File: config.mk
export PLATFORM = sky130hd
export DESIGN_NAME = slip_link_codec
export DESIGN_NICKNAME = d
export VERILOG_FILES = /design/src/rtl/slip_pkg.sv /design/src/rtl/slip_link_codec_decoder.sv /design/src/rtl/slip_link_codec_encoder.sv /design/src/rtl/slip_link_codec.sv
export SDC_FILE = /design/constraint.sdc
export NUM_CORES = 1
export LEC_CHECK = 0
export BUFFER_PORTS_ARGS = -buffer_cell sky130_fd_sc_hd__buf_4
export CORE_UTILIZATION = 56
export CTS_BUF_LIST = sky130_fd_sc_hd__clkbuf_8
export CTS_CLUSTER_SIZE = 16
export DETAILED_ROUTE_END_ITERATION = 16
export PLACE_DENSITY_LB_ADDON = 0.08
export SYNTH_ARGS = -nofsm -noshare
export SYNTH_HDL_FRONTEND = slang
export SYNTH_HIERARCHICAL = 1
export SYNTH_SLANG_ARGS = --single-unit
File: constraint.sdc
create_clock -name CLK -period 6.2 [get_ports CLK]
set_clock_uncertainty 0.1 [all_clocks]
set_input_delay 0 -clock CLK [delete_from_list [all_inputs] [get_ports CLK]]
set_output_delay 0 -clock CLK [all_outputs]
set_load 0.01 [all_outputs]
File: src/rtl/slip_pkg.sv
// slip_pkg: SLIP byte constants and FSM state types shared by the link codec.
package slip_pkg;
    localparam logic [7:0] SLIP_END     = 8'hC0;
    localparam logic [7:0] SLIP_ESC     = 8'hDB;
    localparam logic [7:0] SLIP_ESC_END = 8'hDC;
    localparam logic [7:0] SLIP_ESC_ESC = 8'hDD;

    typedef enum logic [2:0] {TX_IDLE, TX_FETCH, TX_SEND, TX_SEND2, TX_SENDEND} tx_state_t;
    typedef enum logic [1:0] {RX_IDLE, RX_FETCH, RX_DEC} rx_state_t;

    function automatic logic needs_esc(input logic [7:0] b);
        return (b == SLIP_END) || (b == SLIP_ESC);
    endfunction
endpackage

File: src/rtl/slip_link_codec_decoder.sv
// slip_decoder: RX SLIP deframing; strips END/ESC, drops frames after a bad escape, counts frames and errors.
module slip_decoder
    import slip_pkg::*;
#(
    parameter int ERR_W = 8,
    parameter int FRM_W = 16
) (
    input  logic             clk,
    input  logic             rst_n,
    input  logic             i_en,
    input  logic             i_rdempty,
    input  logic [7:0]       i_rddata,
    output logic             o_rden,
    input  logic             i_wrfull,
    output logic             o_wren,
    output logic [7:0]       o_wrdata,
    output logic [FRM_W-1:0] o_frames,
    output logic [ERR_W-1:0] o_errs
);
    rx_state_t        r_state;
    logic [7:0]       r_byte;
    logic             r_esc;
    logic             r_drop;
    logic             r_cnt;
    logic             r_run;
    logic [FRM_W-1:0] r_frames;
    logic [ERR_W-1:0] r_errs;
    logic             w_is_end;
    logic             w_esc_ok;
    logic             w_need_wr;
    logic             w_dec;
    logic             w_wr;

    assign w_is_end  = (r_byte == SLIP_END);
    assign w_esc_ok  = (r_byte == SLIP_ESC_END) || (r_byte == SLIP_ESC_ESC);
    assign w_need_wr = !w_is_end && !r_drop && (r_esc ? w_esc_ok : (r_byte != SLIP_ESC));
    // DEC stalls only when it actually has a byte to write into a full FIFO.
    assign w_dec     = (r_state == RX_DEC) && !(w_need_wr && i_wrfull);
    assign w_wr      = w_dec && w_need_wr;
    assign o_wren    = w_wr;
    assign o_wrdata  = !w_wr ? 8'h00 : !r_esc ? r_byte : (r_byte == SLIP_ESC_END) ? SLIP_END : SLIP_ESC;
    assign o_rden    = r_run && (r_state == RX_IDLE) && i_en && !i_rdempty;
    assign o_frames  = r_frames;
    assign o_errs    = r_errs;

    always_ff @(posedge clk or negedge rst_n) begin
        if (!rst_n) begin
            r_state  <= RX_IDLE;
            r_byte   <= 8'h00;
            r_esc    <= 1'b0;
            r_drop   <= 1'b0;
            r_cnt    <= 1'b0;
            r_run    <= 1'b0;
            r_frames <= '0;
            r_errs   <= '0;
        end else begin
            r_run <= 1'b1;
            case (r_state)
                RX_IDLE: if (o_rden) r_state <= RX_FETCH;
                RX_FETCH: begin
                    r_byte  <= i_rddata;
                    r_state <= RX_DEC;
                end
                RX_DEC: begin
                    if (w_dec) begin
                        r_state <= RX_IDLE;
                        if (w_need_wr) r_cnt <= 1'b1;
                        if (w_is_end) begin
                            if (r_cnt && !r_drop) r_frames <= r_frames + 1'b1;
                            r_cnt  <= 1'b0;
                            r_esc  <= 1'b0;
                            r_drop <= 1'b0;
                        end else if (!r_drop && r_esc) begin
                            r_esc <= 1'b0;
                            if (!w_esc_ok) begin
                                r_drop <= 1'b1;
                                if (r_errs != '1) r_errs <= r_errs + 1'b1;
                            end
                        end else if (!r_drop && (r_byte == SLIP_ESC)) begin
                            r_esc <= 1'b1;
                        end
                    end
                end
                default: r_state <= RX_IDLE;
            endcase
        end
    end
endmodule

File: src/rtl/slip_link_codec_encoder.sv
// slip_encoder: TX SLIP framing; escapes reserved bytes and closes bursts with END after an idle gap.
module slip_encoder
    import slip_pkg::*;
#(
    parameter int IDLE_CYC = 64
) (
    input  logic       clk,
    input  logic       rst_n,
    input  logic       i_en,
    input  logic       i_rdempty,
    input  logic [7:0] i_rddata,
    output logic       o_rden,
    input  logic       i_wrfull,
    output logic       o_wren,
    output logic [7:0] o_wrdata,
    output logic       o_busy
);
    localparam int CW = $clog2(IDLE_CYC + 1);

    tx_state_t     r_state;
    logic [7:0]    r_byte;
    logic          r_pending;
    logic          r_run;
    logic [CW-1:0] r_idle;
    logic          w_fetch;
    logic          w_end_due;
    logic          w_put;

    // r_run keeps the read strobe low while reset is held and for the first edge after it.
    assign w_fetch   = r_run && (r_state == TX_IDLE) && i_en && !i_rdempty;
    assign w_end_due = r_pending && (r_idle == CW'(IDLE_CYC - 1));
    assign w_put     = !i_wrfull && ((r_state == TX_SEND) || (r_state == TX_SEND2) || (r_state == TX_SENDEND));
    assign o_rden    = w_fetch;
    assign o_wren    = w_put;
    assign o_busy    = (r_state != TX_IDLE) || r_pending;
    assign o_wrdata  = !w_put                   ? 8'h00 :
                       (r_state == TX_SENDEND)  ? SLIP_END :
                       (r_state == TX_SEND2)    ? ((r_byte == SLIP_END) ? SLIP_ESC_END : SLIP_ESC_ESC) :
                       needs_esc(r_byte)        ? SLIP_ESC : r_byte;

    always_ff @(posedge clk or negedge rst_n) begin
        if (!rst_n) begin
            r_state   <= TX_IDLE;
            r_byte    <= 8'h00;
            r_pending <= 1'b0;
            r_run     <= 1'b0;
            r_idle    <= '0;
        end else begin
            r_run <= 1'b1;
            case (r_state)
                TX_IDLE: begin
                    if (w_fetch) begin
                        r_state <= TX_FETCH;
                        r_idle  <= '0;
                    end else if (w_end_due) begin
                        r_state <= TX_SENDEND;
                    end else if (r_pending) begin
                        r_idle <= r_idle + 1'b1;
                    end
                end
                TX_FETCH: begin
                    r_byte  <= i_rddata;
                    r_state <= TX_SEND;
                end
                TX_SEND: begin
                    if (w_put) begin
                        r_state <= needs_esc(r_byte) ? TX_SEND2 : TX_IDLE;
                        if (!needs_esc(r_byte)) r_pending <= 1'b1;
                    end
                end
                TX_SEND2: begin
                    if (w_put) begin
                        r_pending <= 1'b1;
                        r_state   <= TX_IDLE;
                    end
                end
                TX_SENDEND: begin
                    if (w_put) begin
                        r_pending <= 1'b0;
                        r_state   <= TX_IDLE;
                    end
                end
                default: r_state <= TX_IDLE;
            endcase
        end
    end
endmodule

File: src/rtl/slip_link_codec.sv
// slip_link_codec: SLIP link layer between the host FIFO arbiter and the transport FIFOs.
// TX and RX paths are fully independent and share only clock, reset and enable.
module slip_link_codec
    import slip_pkg::*;
#(
    parameter int IDLE_CYC = 64,
    parameter int ERR_W    = 8,
    parameter int FRM_W    = 16
) (
    input  logic             CLK,
    input  logic             RESETn,
    input  logic             EN,
    output logic             TXI_RDEN,
    input  logic             TXI_RDEMPTY,
    input  logic [7:0]       TXI_RDDATA,
    output logic             TXO_WREN,
    input  logic             TXO_WRFULL,
    output logic [7:0]       TXO_WRDATA,
    output logic             RXI_RDEN,
    input  logic             RXI_RDEMPTY,
    input  logic [7:0]       RXI_RDDATA,
    output logic             RXO_WREN,
    input  logic             RXO_WRFULL,
    output logic [7:0]       RXO_WRDATA,
    output logic [FRM_W-1:0] FRAMES_RX,
    output logic [ERR_W-1:0] ERR_CNT,
    output logic             TX_BUSY
);
    slip_encoder #(.IDLE_CYC(IDLE_CYC)) u_enc (
        .clk       (CLK),
        .rst_n     (RESETn),
        .i_en      (EN),
        .i_rdempty (TXI_RDEMPTY),
        .i_rddata  (TXI_RDDATA),
        .o_rden    (TXI_RDEN),
        .i_wrfull  (TXO_WRFULL),
        .o_wren    (TXO_WREN),
        .o_wrdata  (TXO_WRDATA),
        .o_busy    (TX_BUSY)
    );

    slip_decoder #(.ERR_W(ERR_W), .FRM_W(FRM_W)) u_dec (
        .clk       (CLK),
        .rst_n     (RESETn),
        .i_en      (EN),
        .i_rdempty (RXI_RDEMPTY),
        .i_rddata  (RXI_RDDATA),
        .o_rden    (RXI_RDEN),
        .i_wrfull  (RXO_WRFULL),
        .o_wren    (RXO_WREN),
        .o_wrdata  (RXO_WRDATA),
        .o_frames  (FRAMES_RX),
        .o_errs    (ERR_CNT)
    );
endmodule
==> results of run 1 <==
placed cells by master, fill, tap and decap left out, types with 3 or more instances in the layout:
cell / netlist / routed
ha_1: 3 / 3
buf_4: 1 / 67
and4_1: 6 / 6
nand4_1: 12 / 12
a21oi_1: 6 / 6
nor3b_1: 3 / 3
nor3_1: 10 / 10
xnor2_1: 7 / 7
inv_1: 8 / 8
clkbuf_8: 0 / 12
o21a_1: 8 / 8
nand2_1: 13 / 13
nor4_1: 10 / 10
mux2i_1: 3 / 3
xor2_1: 20 / 20
nand3_1: 11 / 11
dlygate4sd3_1: 0 / 22
o21ai_0: 7 / 7
nand2b_1: 4 / 4
mux2_2: 15 / 15
nor2_1: 18 / 18
dfrtp_1: 58 / 58
and3_1: 6 / 6
o211ai_1: 3 / 3
power breakdown:
group          leakage, nW  switching (mW)  internal (mW)
combinational         1.07           0.132          0.153
sequential           0.747          0.0938          0.451
clock               0.0944           0.150          0.176
total                 1.91           0.376          0.780
cell usage after synthesis, types with 3 or more instances:
cell,number,share of area
nand2_1,13,0.016
dfrtp_1,58,0.47
a21oi_1,6,0.0098
xor2_1,20,0.057
nor2_1,18,0.022
o21ai_0,7,0.011
ha_1,3,0.012
mux2i_1,3,0.0098
mux2_2,15,0.055
nand4_1,12,0.024
inv_1,8,0.0098
buf_2,3,0.0049
o211ai_1,3,0.0073
and3_1,6,0.012
nor3b_1,3,0.0073
nor3_1,10,0.016
xnor2_1,7,0.020
nor4_1,10,0.020
nand3_1,11,0.018
nand2b_1,4,0.0082
and4_1,6,0.017
o21a_1,8,0.020
clkbuf_1,3,0.0037
cells by family after synthesis:
group | count (synthesis) | synth area share
simple gates | 112 | 0.232
flops | 58 | 0.473
compound gates | 40 | 0.109
xor+xnor | 27 | 0.0771
mux | 19 | 0.0697
buf+inv | 16 | 0.0245
fa+ha+maj | 3 | 0.0122
other cells | 2 | 0.00245
per-layer routing:
layer / track usage / part of all wire / routed length [um] / vias up
met2: 0.391 / 0.47 / 3070 / 85
met5: 0 / 0 / 0 / -
met1: 0.306 / 0.45 / 2950 / 1218
met3: 0.0826 / 0.058 / 379 / 11
li1: - / - / - / 1210
met4: 0.0827 / 0.017 / 110 / 0
state kept, by name, summed over array words and instances, names as in the netlist:
signal,cells
u_dec/o_frames,16
u_dec/o_errs,8
u_dec/r_byte,8
u_enc/r_byte,8
u_enc/r_idle,7
u_enc/r_state,3
u_dec/r_state,2
u_dec/r_cnt,1
u_dec/r_drop,1
u_dec/r_esc,1
u_dec/r_run,1
u_enc/r_pending,1
u_enc/r_run,1
worst paths after layout:
check	from	to	slack, ns	cells past startpoint
min	TXI_RDEMPTY	u_enc/r_idle[4]$_DFFE_PN0P_	0.02	4
max in group asynchronous	RESETn	u_enc/r_idle[6]$_DFFE_PN0P_	5.36	2
min reg2reg	u_dec/o_frames[15]$_DFFE_PN0P_	u_dec/o_frames[15]$_DFFE_PN0P_	0.38	1
max	u_dec/r_state[0]$_DFFE_PN0P_	RXO_WRDATA[0]	3.64	5
max reg2reg	u_dec/r_byte[1]$_DFFE_PN0N_	u_dec/o_errs[1]$_DFFE_PN0P_	4.01	4
min in group asynchronous	RESETn	u_enc/r_byte[3]$_DFFE_PN0P_	0.16	2
through the flow:
stage / setup WS, ns / total power [mW]
2_1_floorplan: 4.18 / 0.731
3_3_place_gp: 4.10 / 0.812
3_5_place_dp: 4.03 / 0.825
4_1_cts: 3.67 / 1.17
5_1_grt: 3.48 / 1.23
6_report: 3.64 / 1.16
worst register-to-register path, cell delays in order, from the launching register on:
cell and delay (ns):
dfrtp_1 0.49, or4_4 0.57, o31ai_4 0.46, nor3_2 0.14, mux2_4 0.32
layout make-up:
| cell class | count | area (um2) | area share |
|---|---|---|---|
| Clock buffer | 12 | 165 | 0.0410 |
| Inverter | 8 | 30.0 | 0.00746 |
| Timing Repair Buffer | 89 | 723 | 0.180 |
| Sequential cell | 58 | 1450 | 0.361 |
| Tap cell | 70 | 87.6 | 0.0218 |
| Clock inverter | 4 | 25.0 | 0.00622 |
| Multi-Input combinational cell | 203 | 1540 | 0.383 |
==> impl_summary.log, run 1 <==
INFO  metric postSynthCellCount = approximately 280
INFO  metric clock_tree_from_tritoncts = built
INFO  metric maximum_count_of_clock_buffers_along_a_single_path = 2
INFO  metric timing.setup.critical_path_class = reg2out
INFO  metric fillers = approximately 370
INFO  metric clockRootBuffer = clkbuf_8
INFO  metric postSynthNetCount = 303
INFO  metric warning_count_from_the_yosys_run = 6
INFO  metric asyncSetResetFlopFracSynth = 1.00
INFO  metric final-instance-count-excl-fill = around 440
INFO  metric cts-htree-levels = 3
INFO  metric required = between 6 and 7 ns
INFO  metric grt_pass1_wl = 11100 um
INFO  metric dp_hpwl = between 4000 and 5000 um
INFO  metric post_synth_num_cell_types = between 50 and 60
INFO  metric grt_antenna_before_repair = 0
INFO  metric setup-violations-final = 0
INFO  metric top_level_ports = slightly below 70
INFO  metric hold_vio_cnt_final = 0
INFO  metric die_y = roughly 76 um
INFO  metric area.growth.synth_to_final = 31.2%
INFO  metric postCtsSetupRepairBufs = 0
INFO  metric detail_route.wirelength = roughly 6500 um
INFO  metric highest_delay_cell_along_the_critical_path = a2111oi_4
INFO  metric worst_hold_path_type = in2reg
INFO  metric grt_setup_unrepaired = no
INFO  metric dr.first_iter.drc_count = between 150 and 200
INFO  metric power.density = around 290 nW/um2
INFO  metric largest_net_degree_at_the_start_of_global_routing = 59
INFO  metric synth.ff_latch_count = 58
INFO  metric total_grt_overflow = 0
INFO  metric worst_slew_pin_slew = about 0.84 ns
INFO  metric n_antenna_cell = 0
INFO  metric ir_drop = between 0.0002 and 0.00025 V
INFO  metric rows = 26
INFO  metric cts_made_buffers = 9
INFO  metric count_of_flip_flops_with_a_built_in_enable_after_synthesis = 0
INFO  metric path_cells = nor3b_1 -> o31ai_4 -> a2111oi_4 -> a21boi_0 -> buf_4
INFO  metric fin_crit = ~2.6 ns
INFO  metric fp.coreArea = 5200 um2
INFO  metric worstSetupStartpointType = flop
INFO  metric drive_above_1_share = 0.305
INFO  metric cts_hold_repair.buffers = 22
INFO  metric worst_skew_pair.late_latency = about 0.34 ns
INFO  metric critPathMaxFanout = 10
INFO  metric drt-wirelength-per-cell = about 15 um
INFO  metric fin_area = ~4000 um2
INFO  metric critical_path_sink_type = output port
INFO  metric drc_errors = 0
INFO  metric setup_tns = 0 ns
INFO  metric design.final.nets = just under 400
INFO  metric relSlewSlack = 0.438
INFO  metric global_route.usage.total = 0.242
INFO  metric seq_area_frac_synth = 0.473
INFO  metric maxCapViolations = 0
INFO  metric finish.utilization = 0.773
INFO  metric gpl_wtd_cong = around 0.83
INFO  metric critPathMaxStageDelay = between 0.6 and 0.7 ns
INFO  metric die_width = between 70 and 80 um
INFO  metric worst-endpoint-arrival = approximately 2.5 ns
INFO  metric placedCellCount = around 410
INFO  metric drt_first_pass_iters = 5
INFO  metric clk_pin_slew = ~0.060 ns
INFO  metric via_count_of_the_first_global_routing_pass = about 2400
INFO  metric cts_repair_resize_count = 0
INFO  metric critical-path-top-delay-family = compound AO/OA/AOI/OAI gates
INFO  metric port_buffers = 67
INFO  metric placed_area = 3610 um2
INFO  metric cellLeakagePower = roughly 1.9 nW
INFO  metric start_util = 0.589
INFO  metric design.die.area = a little under 6000 um2
INFO  metric vias = 2524
INFO  metric cts.sinks = 58
INFO  metric timing_max_transition_violations_final = 0
INFO  metric per_instance_average_area_after_synthesis = around 11 um2
INFO  metric whs = 0.0177 ns
INFO  metric ant_nets = 0
INFO  metric outcome = complete, no violations
INFO  metric area_of_the_mapped_netlist = around 3100 um2
INFO  metric max_freq = ~390 MHz
INFO  metric critPathBufInv = 1
INFO  metric synth_top_flop_cell = dfrtp_1
INFO  metric viasPerCell = 5.68
INFO  metric final_min_period_over_clock_period = 0.412
Power figures use the tool's default switching activity.
==> run 2, diff against run 1 <==
CORE_UTILIZATION = 51   (was 56)
clock period = 2.1 ns   (was 6.2 ns; I/O delays follow)
==> run 2 against run 1 <==
Net effect:
- the run now ends with setup timing left
- hold slack improved by 0.011 ns
- via count up 4.6%
- power grew to 3.0 times the previous value
- non-clock buffer count rose by 28
- sequential share of layout area decreased by 2.4 points
- first-iteration DRC count shrank 22%
- clock power rose to 2.8 times the previous value
- highest routed layer unchanged
==> impl_summary.log, run 2 (synthesis gave the netlist of run 1 again) <==
INFO  metric placed_area = 3730 um2 (was 3610 um2)
INFO  metric min_to = u_enc/r_state[0]$_DFFE_PN0P_ (was u_enc/r_idle[4]$_DFFE_PN0P_)
INFO  metric drc_errors = 0 (unchanged)
INFO  metric switchingPower = 1.18 mW (was 0.376 mW)
INFO  metric clockRootBuffer = clkbuf_8 (unchanged)
INFO  metric start_util = 0.544 (was 0.589)
INFO  metric design.die.area = 6330 um2 (was 5780 um2)
INFO  metric grt_util_met3 = 0.0514 (was 0.0826)
INFO  metric final-instance-count-excl-fill = 474 (was 444)
INFO  metric rows = 27 (was 26)
INFO  metric detail_route.wirelength = 7410 um (was 6520 um)
INFO  metric cts.sinks = 58 (unchanged)
INFO  metric fin_area = 4310 um2 (was 4020 um2)
INFO  metric max_freq = roughly 460 MHz
INFO  metric relSlewSlack = 0.517 (was 0.438)
INFO  metric finish.utilization = 0.765 (was 0.773)
INFO  metric drt-wirelength-per-cell = 15.6 um (was 14.7 um)
INFO  metric rr_endpoint = u_dec/o_frames[13]$_DFFE_PN0P_ (was u_dec/o_errs[1]$_DFFE_PN0P_)
INFO  metric largest_register_ff_count = 16 (unchanged)
INFO  metric die_width = 79.6 um (was 76.0 um)
INFO  metric area.growth.synth_to_final = 40.6% (was 31.2%)
INFO  metric gpl_wtd_cong = 0.856 (was 0.834)
INFO  metric ant_nets = 0 (unchanged)
INFO  metric p_clk_frac = 0.256 (was 0.282)
INFO  metric largest_net_degree_at_the_start_of_global_routing = 59 (unchanged)
INFO  metric clk_pin_slew = 0.07 ns (was 0.06 ns)
INFO  metric multi_input_comb_area = 1610 um2 (was 1540 um2)
INFO  metric fillers = 381 (was 369)
INFO  metric cp_common_cell = buf_4
INFO  metric fin_ws = -0.0851 ns (was 3.64 ns)
INFO  metric drive_above_1_share = 0.378 (was 0.305)
INFO  metric fp.coreArea = 5640 um2 (was 5200 um2)
INFO  metric cp_num_cells = 7 (was 5)
INFO  metric via_count_of_the_first_global_routing_pass = 2444 (was 2419)
INFO  metric dp_hpwl = 4600 um (was 4400 um)
INFO  metric required = 2.00 ns (was 6.10 ns)
INFO  metric grt_use_met1 = 0.325 (was 0.306)
INFO  metric rrSetupSlack = 0.05 ns (was 4.01 ns)
INFO  metric critPathMaxStageDelay = 0.42 ns (was 0.62 ns)
INFO  metric report.power.total = 3.52 mW (was 1.16 mW)
INFO  metric worst_slew_pin_slew = 0.724 ns (was 0.836 ns)
INFO  metric maximum_count_of_clock_buffers_along_a_single_path = 2 (unchanged)
INFO  metric grt_setup_unrepaired = yes (was no)
INFO  metric hold_path_startpoint = TXI_RDEMPTY (unchanged)
INFO  metric total_grt_overflow = 0 (unchanged)
INFO  metric pre_cts_ws = 0.106 ns (was 4.03 ns)
INFO  metric maxCapViolations = 0 (unchanged)
INFO  metric die_y = 79.6 um (was 76.0 um)
INFO  metric grt_pass1_wl = 11500 um (was 11100 um)
INFO  metric grt_met2_use = 0.368 (was 0.391)
INFO  metric hold_vio_cnt_final = 0 (unchanged)
INFO  metric hold_depth = 5 (was 4)
INFO  metric fin_crit = 2.19 ns
INFO  metric critPathBufInv = 3 (was 1)
INFO  metric global_route.usage.total = 0.239 (was 0.242)
INFO  metric path_cells = buf_4 -> nor4bb_4 -> a41o_1 -> a2111oi_4 -> buf_4 -> a21boi_2 -> buf_4 (was nor3b_1 -> o31ai_4 -> a2111oi_4 -> a21boi_0 -> buf_4)
INFO  metric top_level_ports = 68 (unchanged)
INFO  metric power.density = 815 nW/um2 (was 287 nW/um2)
INFO  metric design.final.nets = 423 (was 395)
INFO  metric critical-path-top-delay-family = compound AO/OA/AOI/OAI gates (unchanged)
INFO  metric vias = 2641 (was 2524)
INFO  metric outcome = complete, but fails checks (was complete, no violations)
INFO  metric clock_tree_from_tritoncts = built (unchanged)
INFO  metric critical_path_sink_type = output port (unchanged)
INFO  metric placedCellCount = 423 (was 406)
INFO  metric p_seq_frac = 0.452 (was 0.471)
INFO  metric failing_checks = setup timing
INFO  metric commonest_non_fill_non_tap_cell_in_the_layout = buf_4 (unchanged)
INFO  metric n_antenna_cell = 0 (unchanged)
INFO  metric dr.first_iter.drc_count = 125 (was 161)
INFO  metric setup_tns = -0.340 ns (was 0 ns)
INFO  metric regToRegStartpoint = u_dec/r_byte[5]$_DFFE_PN0N_ (was u_dec/r_byte[1]$_DFFE_PN0N_)
INFO  metric final_min_period_over_clock_period = 1.04
INFO  metric seqCellArea = 1450 um2 (about the same)
INFO  metric mostFrequentLayoutCells = buf_4 (87), dfrtp_1 (56), dlygate4sd3_1 (22) (was buf_4 (67), dfrtp_1 (58), dlygate4sd3_1 (22))
INFO  metric grt_antenna_before_repair = 0 (unchanged)
INFO  metric critPathMaxFanout = 6 (was 10)
INFO  metric ir_drop = 0.000620 V (was 0.000206 V)
INFO  metric cts-htree-levels = 3 (unchanged)
INFO  metric worst_skew_pair.late_latency = 0.34 ns (about the same)
INFO  metric comb_power_share = 0.292 (was 0.246)
INFO  metric p_sw_frac = 0.335 (was 0.325)
INFO  metric cellLeakagePower = 2.05 nW (was 1.91 nW)
INFO  metric timing.setup.critical_path_class = reg2out (unchanged)
INFO  metric whs = 0.0291 ns (was 0.0177 ns)
INFO  metric viasPerCell = 5.57 (was 5.68)
INFO  metric worstSetupStartpointType = flop (unchanged)
INFO  metric highest_delay_cell_along_the_critical_path = dfrtp_2 (was a2111oi_4)
INFO  metric drt_first_pass_iters = 4 (was 5)
INFO  metric worst-r2r-cell-count = 7 (was 4)
INFO  metric timing_max_transition_violations_final = 0 (unchanged)
INFO  metric power_report.internal_total = 2.34 mW (was 0.780 mW)
INFO  metric setup-violations-final = 8 (was 0)
INFO  metric grt_most_used_layer = met2 (unchanged)
INFO  metric worst_hold_path_type = in2reg (unchanged)
INFO  metric cts_made_buffers = 9 (unchanged)
INFO  metric port_buffers = 67 (unchanged)
INFO  metric worst-endpoint-arrival = 2.09 ns (was 2.46 ns)
## run 2: cell count changes in the layout (fill, tap and decap cells not counted), moves of 2 or more
cell and delta:
and3_1 -2, and3_4 +2, buf_4 +20, buf_6 +8
clkbuf_8 -2, dfrtp_1 -2, dfrtp_2 +2, nor4_1 -3
nor4_2 +2
## run 2: routing by layer
metal	vias to the layer above	part of all wire
li1	1261	-
met1	1282	0.45
met2	81	0.47
met3	17	0.054
met4	0	0.025
met5	-	0
## run 2: area by class of cell
class | count | area share
clock inverters | 6 | 0.00783
flip-flops and latches | 58 | 0.337
multi-input cells | 203 | 0.372
well taps | 72 | 0.0209
repair buffers | 117 | 0.223
inverters | 8 | 0.00696
clock buffers | 10 | 0.0319
## run 2: how the worst max path moves through the flow
stage	start	to	slack (ns)
3_3_place_gp	u_dec/r_byte[1]$_DFFE_PN0N_	u_dec/o_frames[13]$_DFFE_PN0P_	0.17
2_1_floorplan	u_dec/r_byte[1]$_DFFE_PN0N_	u_dec/o_errs[1]$_DFFE_PN0P_	0.08
5_1_grt	u_dec/r_byte[5]$_DFFE_PN0N_	RXO_WRDATA[0]	-0.14
6_report	u_dec/r_byte[5]$_DFFE_PN0N_	RXO_WRDATA[0]	-0.09
4_1_cts	u_dec/r_byte[5]$_DFFE_PN0N_	RXO_WRDATA[0]	-0.08
3_5_place_dp	u_dec/r_byte[1]$_DFFE_PN0N_	u_dec/o_frames[15]$_DFFE_PN0P_	0.11
## run 2: tightest hold or removal path: stages
cell      delay (ns)
buf_4           0.08
nand3b_1        0.14
nor4_2          0.06
nor2_1          0.09
mux2i_1         0.07
## run 2: power by group through the flow
stage               clock network (mW)  registers [mW]  logic, mW
floorplan                            0            1.53      0.632
global placement                     0            1.59      0.865
detailed placement                   0            1.59      0.888
CTS                              0.909            1.57      0.952
global route                     0.969            1.62       1.13
finish                           0.901            1.59       1.03
## run 2: repair_timing
item | in CTS | in global routing
resized for setup | 11 | 12
endpoints found under the setup margin | 9 | 18
hold buffers | 22 | 0
setup buffers | 6 | 7
pin swaps | 7 | 5
hold endpoints to repair | 79 | 0
==> run 3, diff against run 2 <==
ABC_AREA = 0   (was unset)
ABC_CLOCK_PERIOD_IN_PS = 2100   (was unset)
BUFFER_PORTS_ARGS = -buffer_cell sky130_fd_sc_hd__buf_2   (was -buffer_cell sky130_fd_sc_hd__buf_4)
==> run 3 against run 2 <==
Net effect:
- the flow still finishes with violations (setup timing)
- register-to-register slack worse by 0.04 ns
- largest power group unchanged
- hold slack better by 0.031 ns
- flip-flop and latch count stayed put
- setup slack better by 0.030 ns
- maximum frequency is 1.4% higher
- largest cell class unchanged
- global-route usage is 1.8 points higher
- core utilization is 3.8 points lower
==> impl_summary.log, run 3 (synthesis gave the netlist of run 1 again) <==
INFO  metric gpl_wtd_cong = 0.855 (was 0.856)
INFO  metric viasPerCell = 5.53 (was 5.57)
INFO  metric pre_cts_ws = 0.0859 ns (was 0.106 ns)
INFO  metric worst-endpoint-arrival = 2.05 ns (was 2.09 ns)
INFO  metric relSlewSlack = 0.566 (was 0.517)
INFO  metric multi_input_comb_area = 1600 um2 (was 1610 um2)
INFO  metric whs = 0.0597 ns (was 0.0291 ns)
INFO  metric max_freq = 464 MHz (was 458 MHz)
INFO  metric fin_crit = 2.15 ns (was 2.19 ns)
INFO  metric path_cells = nor4bb_4 -> a41o_1 -> a2111oi_4 -> and3_1 -> buf_2 (was buf_4 -> nor4bb_4 -> a41o_1 -> a2111oi_4 -> buf_4 -> a21boi_2 -> buf_4)
INFO  metric p_sw_frac = 0.315 (was 0.335)
INFO  metric clk_pin_slew = 0.07 ns (about the same)
INFO  metric cellLeakagePower = 2.02 nW (was 2.05 nW)
INFO  metric n_antenna_cell = 0 (unchanged)
INFO  metric die_width = 79.6 um (unchanged)
INFO  metric final-instance-count-excl-fill = 466 (was 474)
INFO  metric p_clk_frac = 0.310 (was 0.256)
INFO  metric critPathBufInv = 1 (was 3)
INFO  metric failing_checks = setup timing (unchanged)
INFO  metric timing_max_transition_violations_final = 0 (unchanged)
INFO  metric power_report.internal_total = 2.51 mW (was 2.34 mW)
INFO  metric timing.setup.critical_path_class = reg2out (unchanged)
INFO  metric worst_slew_pin_slew = 0.650 ns (was 0.724 ns)
INFO  metric report.power.total = 3.66 mW (was 3.52 mW)
INFO  metric highest_delay_cell_along_the_critical_path = a2111oi_4 (was dfrtp_2)
INFO  metric design.die.area = 6330 um2 (unchanged)
INFO  metric drc_errors = 0 (unchanged)
INFO  metric ant_nets = 0 (unchanged)
INFO  metric global_route.usage.total = 0.257 (was 0.239)
INFO  metric fin_ws = -0.0546 ns (was -0.0851 ns)
INFO  metric mostFrequentLayoutCells = buf_2 (67), dfrtp_1 (56), dlygate4sd3_1 (22) (was buf_4 (87), dfrtp_1 (56), dlygate4sd3_1 (22))
INFO  metric area.growth.synth_to_final = 33.6% (was 40.6%)
INFO  metric critPathMaxFanout = 5 (was 6)
INFO  metric critical_path_sink_type = output port (unchanged)
INFO  metric total_grt_overflow = 0 (unchanged)
INFO  metric largest_net_degree_at_the_start_of_global_routing = 33 (was 59)
INFO  metric seqCellArea = 1450 um2 (unchanged)
INFO  metric hold_vio_cnt_final = 0 (unchanged)
INFO  metric drt_first_pass_iters = 4 (unchanged)
INFO  metric setup-violations-final = 6 (was 8)
INFO  metric maxCapViolations = 0 (unchanged)
INFO  metric worstSetupStartpointType = flop (unchanged)
INFO  metric ir_drop = 0.000573 V (was 0.000620 V)
INFO  metric outcome = complete, but fails checks (unchanged)
INFO  metric p_seq_frac = 0.434 (was 0.452)
INFO  metric vias = 2579 (was 2641)
INFO  metric start_util = 0.544 (unchanged)
INFO  metric power.density = 893 nW/um2 (was 815 nW/um2)
INFO  metric commonest_non_fill_non_tap_cell_in_the_layout = buf_2 (was buf_4)
INFO  metric cts_made_buffers = 9 (unchanged)
INFO  metric fp.coreArea = 5640 um2 (unchanged)
INFO  metric cts.sinks = 58 (unchanged)
INFO  metric dr.first_iter.drc_count = 133 (was 125)
INFO  metric drt-wirelength-per-cell = 15.7 um (was 15.6 um)
INFO  metric cts-htree-levels = 3 (unchanged)
INFO  metric comb_power_share = 0.256 (was 0.292)
INFO  metric final_min_period_over_clock_period = 1.03 (was 1.04)
INFO  metric worst_hold_path_type = in2reg (unchanged)
INFO  metric design.final.nets = 415 (was 423)
INFO  metric drive_above_1_share = 0.355 (was 0.378)
INFO  metric finish.utilization = 0.727 (was 0.765)
INFO  metric rows = 27 (unchanged)
INFO  metric fillers = 418 (was 381)
INFO  metric critical-path-top-delay-family = compound AO/OA/AOI/OAI gates (unchanged)
INFO  metric top_level_ports = 68 (unchanged)
INFO  metric port_buffers = 67 (unchanged)
INFO  metric detail_route.wirelength = 7340 um (was 7410 um)
INFO  metric grt_setup_unrepaired = yes (unchanged)
INFO  metric fin_area = 4100 um2 (was 4310 um2)
INFO  metric largest_register_ff_count = 16 (unchanged)
INFO  metric switchingPower = 1.15 mW (was 1.18 mW)
INFO  metric required = 2.00 ns (about the same)
INFO  metric die_y = 79.6 um (unchanged)
INFO  metric critPathMaxStageDelay = 0.46 ns (was 0.42 ns)
INFO  metric clockRootBuffer = clkbuf_8 (unchanged)
INFO  metric grt_pass1_wl = 12300 um (was 11500 um)
INFO  metric placedCellCount = 423 (unchanged)
INFO  metric setup_tns = -0.111 ns (was -0.340 ns)
INFO  metric clock_tree_from_tritoncts = built (unchanged)
INFO  metric worst_skew_pair.late_latency = 0.33 ns (was 0.34 ns)
INFO  metric maximum_count_of_clock_buffers_along_a_single_path = 2 (unchanged)
INFO  metric placed_area = 3570 um2 (was 3730 um2)
INFO  metric grt_antenna_before_repair = 0 (unchanged)
INFO  metric dp_hpwl = 4830 um (was 4600 um)
INFO  metric via_count_of_the_first_global_routing_pass = 2557 (was 2444)
==> run 3: metal layers <==
metal | track usage | part of all wire | vias to the layer above
met5 | 0 | 0 | -
met4 | 0.115 | 0.0087 | 0
met3 | 0.0514 | 0.033 | 6
met2 | 0.408 | 0.49 | 70
met1 | 0.339 | 0.47 | 1250
li1 | - | - | 1253
==> run 3: final timing paths <==
kind | start | end | slack, ns | depth (start not counted)
setup / recovery | u_dec/r_byte[6]$_DFFE_PN0N_ | RXO_WRDATA[2] | -0.05 | 5
max in group asynchronous | RESETn | u_dec/r_byte[6]$_DFFE_PN0N_ | 1.16 | 3
setup reg to reg | u_dec/r_byte[1]$_DFFE_PN0N_ | u_dec/o_errs[1]$_DFFE_PN0P_ | 0.01 | 5
min in group asynchronous | RESETn | u_enc/r_idle[5]$_DFFE_PN0P_ | 0.13 | 2
hold reg to reg | u_dec/o_frames[15]$_DFFE_PN0P_ | u_dec/o_frames[15]$_DFFE_PN0P_ | 0.37 | 1
hold / removal | TXI_RDEMPTY | u_enc/r_state[0]$_DFFE_PN0P_ | 0.06 | 5
==> run 3: timing repair <==
item                                   4_1_cts  5_1_grt
setup endpoints to repair                    9       19
endpoints found under the hold margin       47        0
gates resized for setup                      6        5
buffers inserted                             3        1
pin swaps                                    6        4
hold buffers                                22        0
cloned                                       1        0
==> run 3: tightest hold or removal path, cell delays in order <==
cell and delay (ns):
buf_2 0.09, nand3b_1 0.14, nor4_2 0.06, nor2_1 0.09, mux2i_1 0.07
==> run 3: power groups by stage <==
stage	sequential, mW	clock (mW)	combinational [mW]
global placement	1.58	0	0.835
floorplan	1.53	0	0.632
global route	1.62	1.22	1.03
CTS	1.58	1.16	0.921
finish	1.59	1.14	0.935
detailed placement	1.59	0	0.868
==> run 3: layout make-up <==
type                       instances  share of cell area
tap                               72              0.0220
sequential                        58               0.355
multi-input combinational        204               0.389
inverter                           8             0.00733
clock buffer                      10              0.0336
timing repair buffer             108               0.173
clock inverter                     6              0.0195
